==> src/rtl/score_sprite_sched.sv <==
// -----------------------------------------------------------------------------
// score_sprite_sched
//
// Composites two score digits (player 1 on the left, player 2 on the right) into
// the scan-out stream. The digit images live in a shared synchronous ROM holding
// ten stacked WIDTH*HEIGHT images. A digit whose value changes blinks for
// FLASH_FRAMES frames.
//
// Pipeline (x,y to pixel_out is 3 clocks):
//   edge 1 : rom_addr registered, visible/blank flags captured
//   edge 2 : ROM returns rom_data, flags delayed again
//   edge 3 : pixel_out registered (rom_data, or 0 when hidden/blanked)
//
// Ports
//   pixel_clk  in   1   single clock, all state on the rising edge
//   reset_n    in   1   asynchronous active-low reset
//   vsync      in   1   active-high frame sync level
//   x, y       in   10  current scan position
//   score_p1   in   4   live player 1 score (values above 9 shown as 9)
//   score_p2   in   4   live player 2 score (values above 9 shown as 9)
//   rom_addr   out  16  digit ROM address, held when no sprite is visible
//   rom_data   in   9   ROM pixel, valid one clock after rom_addr is sampled
//   pixel_out  out  9   composited score pixel, 0 when transparent
// -----------------------------------------------------------------------------
module score_sprite_sched #(
  parameter int unsigned P1_X         = 200,
  parameter int unsigned P2_X         = 385,
  parameter int unsigned SCORE_Y      = 20,
  parameter int unsigned WIDTH        = 55,
  parameter int unsigned HEIGHT       = 75,
  parameter int unsigned FLASH_FRAMES = 60
) (
  input  logic        pixel_clk,
  input  logic        reset_n,
  input  logic        vsync,
  input  logic [9:0]  x,
  input  logic [9:0]  y,
  input  logic [3:0]  score_p1,
  input  logic [3:0]  score_p2,
  output logic [15:0] rom_addr,
  input  logic [8:0]  rom_data,
  output logic [8:0]  pixel_out
);

  typedef enum logic {StIdle, StFlash} flash_st_e;

  localparam logic [15:0] DigitSize = 16'(WIDTH * HEIGHT);
  localparam logic [15:0] RowStride = 16'(WIDTH);
  localparam logic [5:0]  FlashLoad = 6'(FLASH_FRAMES);
  localparam logic [9:0]  P1X10     = 10'(P1_X);
  localparam logic [9:0]  P2X10     = 10'(P2_X);
  localparam logic [9:0]  ScoreY10  = 10'(SCORE_Y);

  // ---------------------------------------------------------------------------
  // Frame start: rising edge of the sampled vsync level
  // ---------------------------------------------------------------------------
  logic r_vsync_prev;
  logic w_frame_start;

  always_ff @(posedge pixel_clk or negedge reset_n) begin
    if (!reset_n) begin
      r_vsync_prev <= 1'b0;
    end else begin
      r_vsync_prev <= vsync;
    end
  end

  assign w_frame_start = vsync & ~r_vsync_prev;

  // ---------------------------------------------------------------------------
  // Per-player shown digit and flash FSM (index 0 = player 1, 1 = player 2)
  // ---------------------------------------------------------------------------
  logic [1:0][3:0] w_score;
  logic [1:0][3:0] w_shown;
  logic [1:0]      w_blank;

  assign w_score = {score_p2, score_p1};

  for (genvar k = 0; k < 2; k++) begin : g_player
    flash_st_e  r_state;
    logic [5:0] r_fcnt;
    logic [3:0] r_shown;
    logic [3:0] w_new;

    assign w_new = (w_score[k] > 4'd9) ? 4'd9 : w_score[k];

    // Shown digit, state and frame counter only move on frame_start. Because
    // reset leaves the shown digit at 0, a score of 0 on the first frame is not
    // a change and does not start a blink.
    always_ff @(posedge pixel_clk or negedge reset_n) begin
      if (!reset_n) begin
        r_state <= StIdle;
        r_fcnt  <= '0;
        r_shown <= '0;
      end else if (w_frame_start) begin
        r_shown <= w_new;
        if (w_new != r_shown) begin
          // A change (re)starts the blink regardless of the current state.
          r_state <= StFlash;
          r_fcnt  <= FlashLoad;
        end else begin
          unique case (r_state)
            StIdle: begin
              r_state <= StIdle;
              r_fcnt  <= '0;
            end
            StFlash: begin
              if (r_fcnt <= 6'd1) begin
                r_state <= StIdle;
                r_fcnt  <= '0;
              end else begin
                r_fcnt  <= r_fcnt - 6'd1;
              end
            end
            default: begin
              r_state <= StIdle;
              r_fcnt  <= '0;
            end
          endcase
        end
      end
    end

    assign w_shown[k] = r_shown;
    // Bit 3 of the countdown gives an 8-frame on / 8-frame off blink.
    assign w_blank[k] = (r_state == StFlash) && r_fcnt[3];
  end

  // ---------------------------------------------------------------------------
  // Stage 0: sprite hit test and ROM address
  // ---------------------------------------------------------------------------
  logic [31:0] w_x_ext;
  logic [31:0] w_y_ext;
  logic        w_in_rows;
  logic        w_vis_p1;
  logic        w_vis_p2;
  logic        w_vis;
  logic [3:0]  w_digit;
  logic [9:0]  w_col;
  logic [9:0]  w_row;
  logic        w_blank_sel;
  logic [15:0] w_addr;

  assign w_x_ext   = {22'd0, x};
  assign w_y_ext   = {22'd0, y};
  assign w_in_rows = (w_y_ext >= SCORE_Y) && (w_y_ext < SCORE_Y + HEIGHT);
  assign w_vis_p1  = w_in_rows && (w_x_ext >= P1_X) && (w_x_ext < P1_X + WIDTH);
  assign w_vis_p2  = w_in_rows && (w_x_ext >= P2_X) && (w_x_ext < P2_X + WIDTH);
  assign w_vis     = w_vis_p1 | w_vis_p2;

  // Player 1 has priority where the two windows overlap.
  always_comb begin
    w_digit     = w_shown[1];
    w_col       = x - P2X10;
    w_blank_sel = w_blank[1];
    if (w_vis_p1) begin
      w_digit     = w_shown[0];
      w_col       = x - P1X10;
      w_blank_sel = w_blank[0];
    end
  end

  assign w_row  = y - ScoreY10;
  // Only meaningful while w_vis is set, so row/col never underflow in use.
  assign w_addr = 16'(w_digit) * DigitSize + RowStride * 16'(w_row) + 16'(w_col);

  // ---------------------------------------------------------------------------
  // Stages 1..3: address register, flag delay line, output register
  // ---------------------------------------------------------------------------
  logic r_vis_s1;
  logic r_vis_s2;
  logic r_blank_s1;
  logic r_blank_s2;

  always_ff @(posedge pixel_clk or negedge reset_n) begin
    if (!reset_n) begin
      rom_addr   <= '0;
      r_vis_s1   <= 1'b0;
      r_vis_s2   <= 1'b0;
      r_blank_s1 <= 1'b0;
      r_blank_s2 <= 1'b0;
      pixel_out  <= '0;
    end else begin
      if (w_vis) begin
        rom_addr <= w_addr;
      end
      r_vis_s1   <= w_vis;
      r_blank_s1 <= w_blank_sel;
      r_vis_s2   <= r_vis_s1;
      r_blank_s2 <= r_blank_s1;
      pixel_out  <= (r_vis_s2 && !r_blank_s2) ? rom_data : 9'd0;
    end
  end

endmodule

==> config.mk <==
export PLATFORM = sky130hd
export DESIGN_NAME = score_sprite_sched
export DESIGN_NICKNAME = d
export VERILOG_FILES = /design/src/rtl/score_sprite_sched.sv
export SDC_FILE = /design/constraint.sdc
export NUM_CORES = 1
export LEC_CHECK = 0
export CAP_MARGIN = 20
export CORE_ASPECT_RATIO = 0.7
export CORE_MARGIN = 2
export CORE_UTILIZATION = 57
export DETAILED_ROUTE_END_ITERATION = 12
export GPL_TIMING_DRIVEN = 0
export PLACE_DENSITY_LB_ADDON = 0.25
export SYNTH_ARGS = -nofsm -noshare
export SYNTH_HDL_FRONTEND = slang
export SYNTH_SLANG_ARGS = --single-unit
==> constraint.sdc <==
create_clock -name pixel_clk -period 5.5 [get_ports pixel_clk]
set_input_delay 0.55 -clock pixel_clk [delete_from_list [all_inputs] [get_ports pixel_clk]]
set_output_delay 0.55 -clock pixel_clk [all_outputs]
set_load 0.01 [all_outputs]
==> results.cfg <==
[power]
finalPower_w = 0.00528
p_per_area_mw_per_mm2 = 750
power.internal_w = 0.00287
pwr-share-seq = 0.099
power.switching_w = 0.00241
p_leak_nw = 3.40
p_comb_frac = 0.836
p_clk_frac = 0.065
vdd_drop_max_mv = 1.18
sw_frac_of_total = 0.457

[job]
max_cap_viol_count = 0

[die]
fp.dieW_um = 118
start_util = 0.580
die_y_um = 83.9
num_io_pins = 65
die_area_mm2 = 0.00991
num_rows = 29
coreArea_mm2 = 0.00896

[cells_and_area]
drive_gt1_frac = 0.233
most-common-layout-cells = inv_1 (75), ha_1 (53), dfrtp_1 (52)
area_delta_synth_final_pct = 35.3
antenna_cells = 0
finish.net_count = 826
final_common_cell = inv_1
fin_cells = 797

[grt]
grt_pass1_wl_mm = 22.5
overflow = 0
grt_pass1_vias = 4516
grt_usage = 0.286
grt_max_degree = 42
antenna_found_initial = 0

[worst_setup_path]
cp_common_cell = inv_2
path_buf_inv = 7
slowest_delay_ns = 0.56
critPathMaxFanout = 6
worst_setup_path_start_kind = primary input
critPathArrivalTime_ns = 6.27
critPathCaptureType = flop
crit_chain = buf_12 > ha_4 > and3_4 > o21ai_2 > o311a_4 > nand2_4 > buf_8 > mux2i_4 > fa_1 > inv_2 > fa_1 > inv_2 > fa_1 > inv_2 > fa_2 > inv_2 > fa_1 > inv_2 > ha_4 > a2111oi_4 > a21oi_2 > o41ai_4 > or4b_4 > nand3_2
timing.setup.critical_path_class = primary input to flop
path_delay_family = adder cells
critPathRequiredTime_ns = 5.73
slowest_stage = fa_2

[logic_synthesis]
yosys.cell_types.count = 54
synth.area.top_cells = dfrtp_1 (25%), fa_1 (18%), ha_1 (16%), inv_1 (6.5%), nand2_1 (3.8%)
synth-simple-area-share = 0.125
synthXorXnorAreaFrac = 0.0590
yosysWarnings = 0
async_reset_ff_frac = 1.00
yosysSeqAreaShare = 0.250
synth-edff-count = 0
synth_nets = 711
synth_compound_area_frac = 0.133
synth_top_family_by_area = adder cells
ys_dominant_reg_cell = dfrtp_1
muxShareOfSynthArea = 0.0183
synthAdderAreaFrac = 0.341
synthesis.area_mm2 = 0.00520
synth_area_leader_cell = dfrtp_1
synthCells = 557
netlist.area_leader.share = 0.250
synth_seq_cells = 52
syn_area_per_cell_um2 = 9.33

[sta]
fin_skew_ns = 0.00514
fin_crit_ns = 6.04
slew_viol_final = 0
finalCritPeriodShare = 1.10
finalSetupViolCount = 9
hold_violations = 0
relSlewSlack = 0.539
max_freq_mhz = 166
worst_slack_ns = -0.537
max_slew.worst_pin.slew_ns = 0.684
rsz0062_at_grt = yes

[clocking]
cts-root-buf = clkbuf_16
clock_latency_ns = 0.29
h-tree-depth = 2
cts_made_buffers = 5
hold_buffers = 0
cts_tree = yes
clk_pin_slew_worst_paths_ns = 0.07
cts_buffer_depth = 2
clkSinkCount = 52

[routing]
wl_per_cell_um = 17.7
vias = 4509
via_per_inst = 5.66
dr.pass1.iters = 5
antenna_left = 0
drc = 0
routed_wl_mm = 14.1
drt_iter0_drc = 295

[status]
outcome = finished with violations
violations = setup timing

[min_path]
hold_path.class = primary input to async pin

[placed_design]
dp_hpwl_mm = 9.98
portBuffers = 62
dp.cells = 744
place_congestion = 0.850
dp_worst_setup_slack_ns = -1.73
## worst paths after layout
kind | end | slack [ns] | cells past startpoint | from
worst max register to register | rom_addr[15] | 0.18 | 19 | g_player[1].r_shown[3]
worst min-delay path | rom_addr[10] | 0.13 | 1 | reset_n
worst max-delay path | rom_addr[15] | -0.54 | 24 | y[3]
max in group asynchronous | pixel_out[4] | 4.86 | 2 | reset_n
worst min register to register | r_vis_s2 | 0.35 | 0 | r_vis_s1
min in group pixel_clk | r_vis_s2 | 0.35 | 0 | r_vis_s1
## state kept, by name, indices dropped and copies added, names as in the netlist
name / count
r_blank_s2: 1
r_vsync_prev: 1
rom_addr: 16
g_player.r_fcnt: 12
r_vis_s2: 1
pixel_out: 9
r_vis_s1: 1
g_player.r_shown: 8
g_player.r_state: 2
r_blank_s1: 1
## power by group through the flow
stage | Clock [W] | Combinational [W] | Sequential (W)
after floorplan | 0 | 0.00250 | 0.000530
after global placement | 0 | 0.00310 | 0.000521
after detailed placement | 0 | 0.00322 | 0.000524
after CTS | 0.000348 | 0.00394 | 0.000519
after global routing | 0.000364 | 0.00480 | 0.000528
final | 0.000342 | 0.00442 | 0.000522
## layer usage
layer / up-vias / track usage / share of wire
met5: - / 0 / 0
met4: 0 / 0.0646 / 0.022
met3: 36 / 0.0649 / 0.067
met2: 204 / 0.461 / 0.48
met1: 2197 / 0.395 / 0.43
li1: 2072 / - / -
## stage by stage
step	instance area, µm²	utilization	hold slack [ns]	setup TNS (ns)
CTS	6720	0.750	0.138	-1.23
floorplan	5380	-	0.254	-0.457
detailed placement	6170	0.689	0.336	-14.02
global placement	6160	0.687	0.332	-12.93
finish	7040	0.785	0.135	-2.22
global route	7040	0.785	0.142	-3.71
## cell type report
cell class                 count  area [µm²]
multi-input combinational    404        4010
fill                         552        1930
sequential                    52        1300
timing repair buffer         108        1000
inverter                      91         349
tap                          124         155
clock buffer                   6         129
buffer                        10        53.8
clock inverter                 2        35.0
## synth_stat cells, drive strengths merged, types with 3 or more instances
master and n:
inv 91, mux2 4, clkbuf 7, ha 68, nor4 4, o21ai 48
nand3 5, xnor2 19, and2 9, buf 3, nand2 52, mux2i 5
fa 46, a21o 6, or3 4, o21a 5, and3 3, xor2 16
dfrtp 52, nor2 27, nor2b 5, a31oi 6, a21oi 23, nor3 9
nand2b 10
## logic make-up after synthesis
logic type	Yosys count
xor+xnor	35
simple gates	136
compound gates	110
mux	9
flops	52
fa+ha+maj	114
buf+inv	101
## what timing repair did
action	CTS	global route
gates resized for setup	113	54
pin swaps	32	34
hold endpoints to repair	0	0
setup endpoints to repair	13	10
buffers inserted	24	24
## worst reg2reg max path, stage by stage, from the launching register on
cell and delay (ns):
dfrtp_1 0.41, a21bo_4 0.27, nand2_4 0.08, inv_2 0.06, fa_1 0.52, inv_2 0.04
fa_1 0.51, inv_2 0.04, fa_1 0.48, inv_2 0.05, fa_2 0.56, inv_2 0.04
fa_1 0.49, inv_2 0.05, ha_4 0.18, a2111oi_4 0.39, a21oi_2 0.13, o41ai_4 0.40
or4b_4 0.52, nand3_2 0.08
Power figures use the tool's default switching activity.
